`src/rtl/controller_pkg.sv`:
```
`default_nettype none
// ============================================================================
// Module   : controller_pkg
// Purpose  : Shared types and defaults for the serial game-controller reader:
//            FSM state encoding, default timing constants and the per-state
//            drive decode for the latch / shift-clock lines.
// Revision : 1.0 - initial release
// ============================================================================
package controller_pkg;

  // One half shift-clock period in SYSCLK cycles (6 us at 10 MHz)
  localparam int c_default_half_bit    = 60;
  // SYSCLK cycles between frame starts (about 60 Hz at 10 MHz)
  localparam int c_default_poll_cycles = 166667;

  typedef enum logic [2:0] {
    IDLE     = 3'd0,
    LATCH_HI = 3'd1,
    LATCH_LO = 3'd2,
    CLK_HI   = 3'd3,
    CLK_LO   = 3'd4
  } state_t;

  // Controller drive pattern for a state: bit 1 = latch, bit 0 = shift clock
  function automatic logic [1:0] write_for(input state_t s);
    logic [1:0] w;
    w = 2'b00;
    case (s)
      LATCH_HI: w = 2'b10;
      CLK_HI:   w = 2'b01;
      default:  w = 2'b00;
    endcase
    return w;
  endfunction

endpackage
`default_nettype wire

```
`src/rtl/cont_sync.sv`:
```
`default_nettype none
// ============================================================================
// Module   : cont_sync
// Purpose  : Two-flop synchronizer for the asynchronous controller data line.
//            Resets to 1 because the serial line idles high.
// Revision : 1.0 - initial release
// ============================================================================
module cont_sync (
  input  logic clk,
  input  logic rst_n,
  input  logic i_d,
  output logic o_q
);

  logic r_meta;
  logic r_sync;

  // Two-stage resynchronisation into the clk domain
  always_ff @(posedge clk or negedge rst_n) begin
    if (!rst_n) begin
      r_meta <= 1'b1;
      r_sync <= 1'b1;
    end else begin
      r_meta <= i_d;
      r_sync <= r_meta;
    end
  end

  assign o_q = r_sync;

endmodule
`default_nettype wire

```
`src/rtl/controller.sv`:
```
`default_nettype none
// ============================================================================
// Module   : controller
// Purpose  : Periodically polls an 8-button serial game controller. Each
//            frame raises latch for one half period, then issues seven shift
//            clock pulses, collecting eight active-low bits which are
//            published inverted on RDATA once the whole frame is in.
// Revision : 1.0 - initial release
// ============================================================================
module controller
  import controller_pkg::*;
#(
  parameter int HALF_BIT    = c_default_half_bit,
  parameter int POLL_CYCLES = c_default_poll_cycles
) (
  input  logic       SYSCLK,
  input  logic       NSYSRESET,
  input  logic       contREAD,
  output logic [1:0] contWRITE,
  output logic [7:0] RDATA
);

  localparam int c_phase_w = (HALF_BIT > 1) ? $clog2(HALF_BIT) : 1;
  localparam int c_poll_w  = (POLL_CYCLES > 1) ? $clog2(POLL_CYCLES) : 1;
  localparam logic [c_phase_w-1:0] c_phase_last = c_phase_w'(HALF_BIT - 1);
  localparam logic [c_poll_w-1:0]  c_poll_last  = c_poll_w'(POLL_CYCLES - 1);

  state_t               r_state;
  state_t               w_next_state;
  logic [c_phase_w-1:0] r_phase;
  logic [2:0]           r_bit;
  logic [c_poll_w-1:0]  r_poll;
  logic [7:0]           r_shadow;
  logic [7:0]           r_rdata;
  logic [1:0]           r_write;

  logic                 w_sample;
  logic                 w_phase_end;
  logic                 w_tick;
  logic                 w_capture;
  logic                 w_last_bit;
  logic [7:0]           w_shadow_next;

  cont_sync u_sync (
    .clk   (SYSCLK),
    .rst_n (NSYSRESET),
    .i_d   (contREAD),
    .o_q   (w_sample)
  );

  assign w_phase_end   = (r_phase == c_phase_last);
  // Counter sits at zero right out of reset, so the first frame starts on
  // the first edge after release.
  assign w_tick        = (r_poll == '0);
  // r_bit holds k during the k-th CLK_LO; 7 marks the final bit of the frame
  assign w_last_bit    = (r_bit == 3'd7);
  assign w_capture     = w_phase_end && ((r_state == LATCH_LO) || (r_state == CLK_LO));
  // Bits arrive LSB first: shift in at the top so bit 0 ends up at position 0
  assign w_shadow_next = {~w_sample, r_shadow[7:1]};

  // Free-running frame-rate counter
  always_ff @(posedge SYSCLK or negedge NSYSRESET) begin
    if (!NSYSRESET)              r_poll <= '0;
    else if (r_poll == c_poll_last) r_poll <= '0;
    else                         r_poll <= r_poll + 1'b1;
  end

  // FSM state register
  always_ff @(posedge SYSCLK or negedge NSYSRESET) begin
    if (!NSYSRESET) r_state <= IDLE;
    else            r_state <= w_next_state;
  end

  // Next-state decode: every active state lasts one half period
  always_comb begin
    w_next_state = r_state;
    case (r_state)
      IDLE:     if (w_tick)      w_next_state = LATCH_HI;
      LATCH_HI: if (w_phase_end) w_next_state = LATCH_LO;
      LATCH_LO: if (w_phase_end) w_next_state = CLK_HI;
      CLK_HI:   if (w_phase_end) w_next_state = CLK_LO;
      CLK_LO:   if (w_phase_end) w_next_state = w_last_bit ? IDLE : CLK_HI;
      default:                   w_next_state = IDLE;
    endcase
  end

  // Half-period phase counter, restarted on every state change
  always_ff @(posedge SYSCLK or negedge NSYSRESET) begin
    if (!NSYSRESET)                         r_phase <= '0;
    else if (r_state == IDLE || w_phase_end) r_phase <= '0;
    else                                    r_phase <= r_phase + 1'b1;
  end

  // Bit index: 1 entering the first shift pulse, advancing per CLK_LO
  always_ff @(posedge SYSCLK or negedge NSYSRESET) begin
    if (!NSYSRESET)                                 r_bit <= 3'd0;
    else if (r_state == IDLE)                       r_bit <= 3'd0;
    else if (w_phase_end && r_state == LATCH_LO)    r_bit <= 3'd1;
    else if (w_phase_end && r_state == CLK_LO)      r_bit <= r_bit + 3'd1;
  end

  // Shadow register collects inverted samples during the frame
  always_ff @(posedge SYSCLK or negedge NSYSRESET) begin
    if (!NSYSRESET)     r_shadow <= 8'h00;
    else if (w_capture) r_shadow <= w_shadow_next;
  end

  // Publish the whole frame at once on the edge that samples bit 7
  always_ff @(posedge SYSCLK or negedge NSYSRESET) begin
    if (!NSYSRESET)                                      r_rdata <= 8'h00;
    else if (w_capture && r_state == CLK_LO && w_last_bit) r_rdata <= w_shadow_next;
  end

  // Registered line drive so the pad outputs are glitch-free
  always_ff @(posedge SYSCLK or negedge NSYSRESET) begin
    if (!NSYSRESET) r_write <= 2'b00;
    else            r_write <= write_for(w_next_state);
  end

  assign contWRITE = r_write;
  assign RDATA     = r_rdata;

endmodule
`default_nettype wire

```
`config.mk`:
```
export PLATFORM = sky130hd
export DESIGN_NAME = controller
export DESIGN_NICKNAME = d
export VERILOG_FILES = /design/src/rtl/controller_pkg.sv /design/src/rtl/cont_sync.sv /design/src/rtl/controller.sv
export SDC_FILE = /design/constraint.sdc
export NUM_CORES = 1
export LEC_CHECK = 0
export ABC_CLOCK_PERIOD_IN_PS = 2300
export CAP_MARGIN = 25
export CORE_MARGIN = 2
export CORE_UTILIZATION = 55
export CTS_BUF_LIST = sky130_fd_sc_hd__clkbuf_8
export CTS_CLUSTER_DIAMETER = 50
export DETAILED_ROUTE_END_ITERATION = 8
export PLACE_DENSITY = 0.74
export SLEW_MARGIN = 20
export SYNTH_ARGS = -nofsm -noshare
export SYNTH_HDL_FRONTEND = slang
export SYNTH_SLANG_ARGS = --single-unit
```
`constraint.sdc`:
```
create_clock -name SYSCLK -period 2.3 [get_ports SYSCLK]
set_input_delay 0.46 -clock SYSCLK [delete_from_list [all_inputs] [get_ports SYSCLK]]
set_output_delay 0.46 -clock SYSCLK [all_outputs]
set_load 0.03 [all_outputs]
```
After elaboration in Yosys (flattened, before gate mapping)

Cells that the tools add are included.

Register bits: 50
Latch bits: 0
Bits in writable memories: 0
Memory bits (read-only): 0
Bits of input ports: 3
Output and inout port bits: 10
Logic and storage cells: 45
Memories: 0

Add/sub/neg operators: 3
Multipliers: 0
Div/mod/pow operators: 0
Order comparisons: 0
Equal/unequal tests: 9
Shift-type cells: 0
Multiplexer cells: 13
Bitwise operators: 1
Reductions and logical operators: 10

Operator list:

| cell                    | number |
|---|---|
| $mux W3                 | 8 |
| $add A18 B1 Y18 const B | 1 |
| $eq A18 B18 Y1 const B  | 1 |
| $logic_not A18 Y1       | 1 |
| $mux W18                | 1 |
| $pmux W3 S5             | 1 |
| $eq A3 B2 Y1 const B    | 3 |
| $add A6 B1 Y6 const B   | 1 |
| $eq A3 B1 Y1 const B    | 2 |
| $eq A3 B3 Y1 const B    | 2 |
| $eq A6 B6 Y1 const B    | 1 |
| $mux W6                 | 1 |
| $logic_and A1 B1 Y1     | 5 |
| $pmux W2 S2             | 1 |
| $add A3 B1 Y3 const B   | 1 |
| $logic_not A3 Y1        | 1 |
| $reduce_bool A3 Y1      | 1 |
| $logic_or A1 B1 Y1      | 2 |
| $mux W2                 | 1 |
| $not A1 Y1              | 1 |

Depth between registers and ports, before layout

Gate-level depths: netlist of the first run.

Word-level depth: 6
Mapped depth: 5
Depth with buffers taken out: 5

Cells and area by module

Synthesis of the first run repeated with hierarchy kept, for this count alone.

Cells, all modules: 191
Area, all modules: 2,285.9 um^2

Modules (own cells, without submodules):

| module     | instances | cells each | area each (um^2) | sequential area each (um^2) |
|---|---|---|---|---|
| controller | 1         | 189        | 2,233.4          | 1,176.1 |
| cont_sync  | 1         | 2          | 52.6             | 52.6 |

Worst setup path before layout of the first run

Ideal clock, no wire load.

Kind: register to register
Start point: register r_phase[0]
End point: register r_shadow[1]
Library setup time: 0.125 ns
Data arrival time: 1.609 ns
Required time: 2.175 ns
Slack: 0.566 ns
Stages on the path, launching flop included: 6
Path buffers: 0
Clock period less this slack: 1.734 ns
Cell sequence: dfrtp_1 -> ha_1 -> and4b_1 -> nand2_2 -> nor3_4 -> mux2_2

Longest elaborated chain between the ends: 2

RTL lines:

| element                | line              | source |
|---|---|---|
| start, declared        | controller.sv:30  | `logic [c_phase_w-1:0] r_phase;` |
| start signal, assigned | controller.sv:91  | `else r_phase <= r_phase + 1'b1;` |
| $eq A6 B6 Y1           | controller.sv:51  | `assign w_phase_end = (r_phase == c_phase_last);` |
| $logic_and A1 B1 Y1    | controller.sv:57  | `assign w_capture = w_phase_end && ((r_state == LATCH_LO) \|\| (r_state == CLK_LO));` |
| end signal, assigned   | controller.sv:105 | `else if (w_capture) r_shadow <= w_shadow_next;` |
| end, declared          | controller.sv:33  | `logic [7:0] r_shadow;` |

No other way between the ends.
A chain may end at the register's enable or synchronous reset.

Worst setup path after layout of the first run

Same ends and word-level chain as after synthesis.

==> impl_metrics.yaml, run 1 <==
setup_path:
  worstReg2RegStart: "r_phase[0]"
  cp-end-kind: "register"
  r2r_end: "r_shadow[1]"
  max_stage_delay_ns: 0.39
  arrival_ns: 2.10
  r2r_setup_slack_ns: 0.38
  reg2reg_depth: 5
  critPathBufInv: 0
  worst-path-stages: 5
  cp_slowest_cell: "mux2_2"
  path_cells: "ha_1 > and4b_1 > nand2_2 > nor3_4 > mux2_2"
  path_class: "register to register"
  worstSetupStartpointType: "register"
  cp_top_family: "simple AND/OR/NAND/NOR gates"
  path_max_fanout: 7
  cp.required_ns: 2.48
  startpoint: "r_phase[0]"
floorplanning:
  coreArea_um2: 3970
  dieWidth_um: 68.2
  rows: 23
  dieArea_um2: 4650
  io_pins: 13
  start_util: 0.571
  dieHeight_um: 68.2
synth:
  ys.flop_type: "dfrtp_1"
  ys_ff_latch: 49
  avgSynthCellArea_um2: 12.1
  ys_warn_count: 0
  synth-async-reset-ratio: 1.00
  ys_types: 49
  seq_area_frac_synth: 0.542
  synth_area_um2: 2270
  syn_nets: 196
  synth_edf_count: 0
  syn_inst: 187
detailed_routing:
  via_count: 1433
  first_pass_iters: 4
  dr.first_iter.drc_count: 107
  ant_nets: 0
  drc: 0
  routed_wl_um: 3840
  avgRoutedWirePerCell_um: 15.0
  avgViaCountPerCell: 5.60
global_routing:
  overflow: 0
  grt_max_degree: 26
  grtUsageTotal: 0.199
  grt_pass1_wl_um: 6810
  grt_pass1_vias: 1451
  grt_antenna_before_repair: 0
clock_tree:
  ctsHoldBuffers: 0
  clockBufferDepth: 2
  post_cts_buffers: 0
  cts_resized: 0
  clock_sinks: 49
  clock-root-buffer: "clkbuf_8"
  clock_latency_ns: 0.29
  htree_levels: 2
  cts_buffers: 5
  cts_tree: "yes"
  clk_pin_slew_worst_paths_ns: 0.09
cells_and_area:
  mostFrequentLayoutCell: "dfrtp_1"
  final_nets: 214
  drive_gt1_frac: 0.180
  area_growth_pct: 12.0
  finalNonFillerCells: 256
  n_antenna_cell: 0
  layout_common_cells: "47 x dfrtp_1, 16 x nor2_1, 13 x mux2_2"
sta:
  finalSetupViolations: 0
  holdWs_ns: 0.136
  rsz0062_at_grt: "false"
  fin_worst_skew_ns: 0.00989
  max_freq_ghz: 0.521
  finalCritPeriodShare: 0.834
  min_period_ns: 1.92
  final_max_slew_viol_count: 0
  tightest_slew_ns: 0.531
  max_slew_margin: 0.646
  timing.setup.tns_ns: 0
  hold_viol_final: 0
power_and_ir_drop:
  p_per_area_nw_per_um2: 549
  total_power_w: 0.00140
  vdd_drop_max_mv: 0.375
  p_leak_nw: 1.13
placement:
  dpl.cell_count: 248
  dp_hpwl_um: 2880
  io_buffers: 12
  gp_congestion: 0.864
min_path:
  hold_path_class: "input pin to asynchronous set/reset pin"
status:
  outcome: "complete, no violations"
flow_run:
  maxCapViolCount: 0
-- worst reg2reg max path, stage by stage (launching register included) --
cell and delay (ns):
dfrtp_1 0.37, ha_1 0.20, and4b_1 0.31, nand2_2 0.16, nor3_4 0.38, mux2_2 0.39
-- report_power, final --
part / switching [W] / total, W / internal (W)
logic: 0.0000163 / 0.0000206 / 0.00000432
clock network: 0.000266 / 0.000510 / 0.000244
registers: 0.000000957 / 0.000865 / 0.000864
total: 0.000284 / 0.00140 / 0.00111
-- cell type report --
class / count / area, um2
inverters: 5 / 18.8
multi-input cells: 130 / 1000
fillers: 309 / 1430
clock inverters: 2 / 13.8
clock buffers: 6 / 82.6
repair buffers: 14 / 130
flip-flops and latches: 49 / 1230
well taps: 50 / 62.6
-- worst max-delay path by stage --
stage                  endpoint  slack, ns
CTS                 r_shadow[1]       0.38
detailed placement  r_shadow[3]       0.38
global placement       RDATA[0]       0.45
global route          r_poll[8]       0.24
floorplan           r_shadow[1]       0.57
finish              r_shadow[1]       0.38
-- metrics by stage --
| step | utilization | worst slack (ns) | instance area, um2 |
|---|---|---|---|
| 6_report | 0.640 | 0.381 | 2540 |
| 5_1_grt | 0.640 | 0.235 | 2540 |
| 4_1_cts | 0.640 | 0.382 | 2540 |
| 3_5_place_dp | 0.615 | 0.384 | 2440 |
| 3_3_place_gp | 0.615 | 0.448 | 2440 |
| 2_1_floorplan | - | 0.566 | 2270 |
-- sequential cells by signal (all words and copies together), names as in the netlist --
register	flops
RDATA	8
contWRITE	2
r_bit	3
r_phase	6
r_poll	18
r_shadow	7
r_state	3
u_sync.o_q	1
u_sync.r_meta	1
-- synth_stat cells (2+ instances only) --
master,n,area (um2)
inv_1,5,18.8
and2_1,2,12.5
nand4_1,4,25.0
o31ai_1,2,15.0
ha_1,6,75.1
o41ai_1,3,26.3
a21boi_0,3,22.5
a32o_1,2,20.0
nor3_1,3,15.0
nor2b_1,2,12.5
dfstp_2,2,52.6
nand2_1,9,33.8
xnor2_1,12,105
nand3_1,11,55.1
o21ai_0,2,10.0
nand3b_1,3,22.5
xor2_1,8,70.1
nor2_1,16,60.1
mux2i_1,2,20.0
dfrtp_1,47,1180
mux2_2,13,146
or3_1,2,12.5
nor4_1,2,12.5
-- layer usage --
metal  track usage  part of all wire
met2         0.311              0.49
met3        0.0362             0.022
met5             0                 0
met1         0.275              0.48
met4        0.0800            0.0062
-- logic make-up (layout without fill, tap and decap cells) --
| logic type | after synthesis | after routing | synth area share |
|---|---|---|---|
| mux | 15 | 15 | 0.0734 |
| xor+xnor | 20 | 20 | 0.0773 |
| simple gates | 70 | 70 | 0.190 |
| compound gates | 19 | 19 | 0.0684 |
| flops | 49 | 49 | 0.542 |
| fa+ha+maj | 6 | 6 | 0.0331 |
| buf+inv | 8 | 27 | 0.0155 |
(Power assumes the default switching activity.)
==> inputs of run 2 (changes only) <==
- ABC_CLOCK_PERIOD_IN_PS: 2300 -> 1950
- clock period: 2.3 -> 1.95 ns (I/O delays scaled with it)
==> run 2 against run 1 <==
First-iteration DRC count is 12% lower. Clock power is 9.8% higher. Die area is the same.
==> impl_metrics.yaml, run 2 (same netlist as run 1, synthesis figures left out) <==
status:
  outcome: "complete, no violations"
sta:
  fin_worst_skew_ns: 0.00663
  timing.setup.tns_ns: 0
  min_period_ns: 1.88
  finalCritPeriodShare: 0.964
  tightest_slew_ns: 0.446
  final_max_slew_viol_count: 0
  finalSetupViolations: 0
  max_slew_margin: 0.703
  hold_viol_final: 0
  holdWs_ns: 0.0276
  max_freq_ghz: 0.532
detailed_routing:
  avgRoutedWirePerCell_um: 15.6
  dr.first_iter.drc_count: 94
  routed_wl_um: 4140
  via_count: 1538
  avgViaCountPerCell: 5.78
  drc: 0
  first_pass_iters: 4
  ant_nets: 0
clock_tree:
  clk_pin_slew_worst_paths_ns: 0.08
  htree_levels: 2
  cts_buffers: 5
  clock-root-buffer: "clkbuf_8"
  clock_latency_ns: 0.30
  clock_sinks: 49
  cts_tree: "yes"
  clockBufferDepth: 2
cells_and_area:
  layout_common_cells: "47 x dfrtp_1, 16 x nor2_1, 13 x mux2_2"
  mostFrequentLayoutCell: "dfrtp_1"
  area_growth_pct: 15.7
  multi_input_area_um2: 1010
  drive_gt1_frac: 0.222
  seq_area_um2: 1230
  n_antenna_cell: 0
  fillCellCount: 316
  largest_reg_flops: 18
  final_nets: 224
  final_util: 0.660
  final_area_um2: 2620
  largest_register: "r_poll"
global_routing:
  grtUsageTotal: 0.203
  grt_max_degree: 32
  grt_pass1_vias: 1507
  grt_antenna_before_repair: 0
  overflow: 0
  grt_pass1_wl_um: 6940
placement:
  place_area_um2: 2510
  gp_congestion: 0.897
  io_buffers: 12
  dp_hpwl_um: 3040
setup_path:
  path_cells: "nor4_1 > nand3_1 > or4_4 > o41ai_1"
  arrival_ns: 2.06
  path_class: "register to register"
  cp.required_ns: 2.13
  path_max_fanout: 5
  r2r_setup_slack_ns: 0.07
  cp-end-kind: "register"
  cp_slowest_cell: "or4_4"
  max_stage_delay_ns: 0.58
  worstSetupStartpointType: "register"
floorplanning:
  dieHeight_um: 68.2
  dieWidth_um: 68.2
  rows: 23
  io_pins: 13
  dieArea_um2: 4650
  coreArea_um2: 3970
  start_util: 0.571
min_path:
  hold_path_class: "input pin to asynchronous set/reset pin"
power_and_ir_drop:
  p_leak_nw: 1.18
  p_per_area_nw_per_um2: 612
  vdd_drop_max_mv: 0.495
  total_power_w: 0.00161
flow_run:
  maxCapViolCount: 0
## run 2: where the power goes
part,leakage (nW),internal [W],switching [W]
logic,0.488,0.00000650,0.0000195
registers,0.643,0.00102,0.000000993
clock network,0.0491,0.000244,0.000316
## run 2: cell type report
cell class,instances,share of cell area
Sequential cell,49,0.469
Tap cell,50,0.0239
Inverter,5,0.00716
Multi-Input combinational cell,130,0.386
Timing Repair Buffer,24,0.0830
Clock inverter,3,0.00525
Clock buffer,5,0.0262
## run 2: worst max-delay path: cells and delay by family, from the launching register on
family	cells	cell delay, ns
and+or+nand+nor	3	1.24
DFF	1	0.44
AOI/OAI and AO/OA	1	0.09
## run 2: through the flow
| stage | setup WS (ns) | instances |
|---|---|---|
| final | 0.0709 | 266 |
| after global routing | -0.000661 | 266 |
| after CTS | 0.00490 | 263 |
| after detailed placement | 0.0541 | 255 |
| after global placement | 0.109 | 255 |
| after floorplan | 0.216 | 187 |
## run 2: path summary, 6_finish.rpt
check	from	endpoint	cells after the start
min in group SYSCLK	u_sync.r_meta	u_sync.o_q	0
max in group asynchronous	NSYSRESET	u_sync.r_meta	2
worst max-delay path	r_poll[2]	contWRITE[1]	4
worst max register to register	r_poll[2]	contWRITE[1]	4
worst min-delay path	NSYSRESET	r_poll[14]	1
worst min register to register	u_sync.r_meta	u_sync.o_q	0
## run 2: what timing repair did
item                       in CTS  in global routing
hold buffers                    0                  0
buffers inserted                0                  3
setup endpoints to repair       0                 15
gates resized for setup         0                  3
## run 2: per-layer routing
metal,vias to the layer above,GRT usage,wire length [um]
met1,778,0.275,1900
li1,725,-,-
met2,30,0.322,2040
met5,-,0,0
met3,5,0.0559,155
met4,0,0.0550,44
==> inputs of run 3 (changes only) <==
- PLACE_DENSITY: 0.74 -> 0.86
- RECOVER_POWER: not set -> 100
==> run 3 against run 2 <==
Sequential power hardly changed. Fmax up 0.57%. Worst setup slack improved by 0.011 ns. Core utilization is 0.28 points higher. Clock skew is 0.00061 ns higher. Non-clock buffer count unchanged. Worst hold slack improved by 0.33 ns. Register-to-register slack hardly changed. Sequential cell count unchanged. Die area stayed put. Via count down 2.7%.
==> impl_metrics.yaml, run 3 (same netlist as run 1, synthesis figures left out) <==
detailed_routing:
  ant_nets: 0
  avgViaCountPerCell: 5.63
  dr.first_iter.drc_count: 119
  drc: 0
  routed_wl_um: 4100
  first_pass_iters: 4
  avgRoutedWirePerCell_um: 15.4
  via_count: 1497
floorplanning:
  rows: 23
  start_util: 0.571
  io_pins: 13
  dieWidth_um: 68.2
  dieHeight_um: 68.2
  coreArea_um2: 3970
  dieArea_um2: 4650
sta:
  tightest_slew_ns: 1.15
  max_freq_ghz: 0.535
  fin_worst_skew_ns: 0.00725
  rsz0062_at_grt: "false"
  hold_viol_final: 0
  finalCritPeriodShare: 0.958
  final_max_slew_viol_count: 0
  min_period_ns: 1.87
  finalSetupViolations: 0
  timing.setup.tns_ns: 0
  max_slew_margin: 0.234
cells_and_area:
  final_util: 0.663
  largest_reg_flops: 18
  finalNonFillerCells: 266
  largest_register: "r_poll"
  layout_common_cells: "47 x dfrtp_1, 16 x nor2_1, 13 x mux2_2"
  final_nets: 224
  drive_gt1_frac: 0.199
  area_growth_pct: 16.2
  fillCellCount: 296
  mostFrequentLayoutCell: "dfrtp_1"
  n_antenna_cell: 0
power_and_ir_drop:
  vdd_drop_max_mv: 0.517
  p_leak_nw: 1.21
  p_per_area_nw_per_um2: 671
  total_power_w: 0.00177
placement:
  gp_congestion: 0.850
  io_buffers: 12
  dpl.cell_count: 256
  dp_hpwl_um: 2880
global_routing:
  grt_use_met1: 0.238
  grt_pass1_wl_um: 6620
  use_met3: 0.0493
  grt_use_met2: 0.336
  grt_antenna_before_repair: 0
  grt_max_degree: 50
  grt_pass1_vias: 1474
  top_usage_layer: "met2"
  grtUsageTotal: 0.198
  overflow: 0
setup_path:
  arrival_ns: 2.06
  path_class: "register to register"
  cp-end-kind: "register"
  cp.required_ns: 2.14
  worstSetupStartpointType: "register"
  path_max_fanout: 7
min_path:
  hold_path_class: "register to register"
clock_tree:
  clk_pin_slew_worst_paths_ns: 0.09
  clock-root-buffer: "clkbuf_8"
  clock_latency_ns: 0.30
  ctsHoldBuffers: 0
  clock_sinks: 49
  cts_tree: "yes"
  cts_buffers: 5
  clockBufferDepth: 2
  htree_levels: 2
status:
  outcome: "complete, no violations"
flow_run:
  maxCapViolCount: 0
run 3: stage by stage:
| step | setup slack, ns | instance area, um2 | hold WS (ns) |
|---|---|---|---|
| 2_1_floorplan | 0.216 | 2270 | 0.0944 |
| 3_3_place_gp | 0.0977 | 2520 | 0.351 |
| 3_5_place_dp | -0.0269 | 2520 | 0.351 |
| 4_1_cts | 0.0265 | 2640 | 0.0550 |
| 5_1_grt | 0.00589 | 2630 | 0.368 |
| 6_report | 0.0816 | 2630 | 0.360 |
run 3: final timing paths:
kind	startpoint	to	slack (ns)	depth (start not counted)
worst max-delay path	r_phase[0]	RDATA[0]	0.08	5
worst min-delay path	u_sync.r_meta	u_sync.o_q	0.36	0
worst max register to register	r_phase[0]	RDATA[0]	0.08	5
worst min register to register	u_sync.r_meta	u_sync.o_q	0.36	0
max in group asynchronous	NSYSRESET	r_poll[7]	0.85	2
min in group asynchronous	NSYSRESET	r_bit[2]	0.38	2
run 3: layout make-up:
class / count / area [um2] / share of cell area
repair buffers: 24 / 201 / 0.0765
flip-flops and latches: 49 / 1230 / 0.467
well taps: 50 / 62.6 / 0.0238
clock inverters: 2 / 33.8 / 0.0128
inverters: 5 / 18.8 / 0.00713
multi-input cells: 130 / 1010 / 0.382
clock buffers: 6 / 82.6 / 0.0314
run 3: power by group:
part,internal [W],switching (W)
combinational,0.00000268,0.0000185
sequential,0.00102,0.00000113
clock,0.000413,0.000312
total,0.00143,0.000332
run 3: what timing repair did:
action / 4_1_cts / 5_1_grt
setup endpoints to repair: 7 / 14
resized for setup: 1 / 2
pin swaps: 0 / 3
endpoints found under the hold margin: 0 / 0
setup buffers: 0 / 2
run 3: metal layers:
metal | vias to the layer above | routed length [um] | share of wire
met2 | 18 | 2170 | 0.53
met3 | 6 | 86 | 0.021
li1 | 731 | - | -
met1 | 742 | 1810 | 0.44
met5 | - | 0 | 0
met4 | 0 | 40 | 0.0098
run 3: critical path, cell delays in order (launching register included):
cell	delay (ns)
dfrtp_1	0.39
ha_2	0.21
and4b_2	0.28
nand3b_1	0.21
nor2_4	0.28
mux2_2	0.37
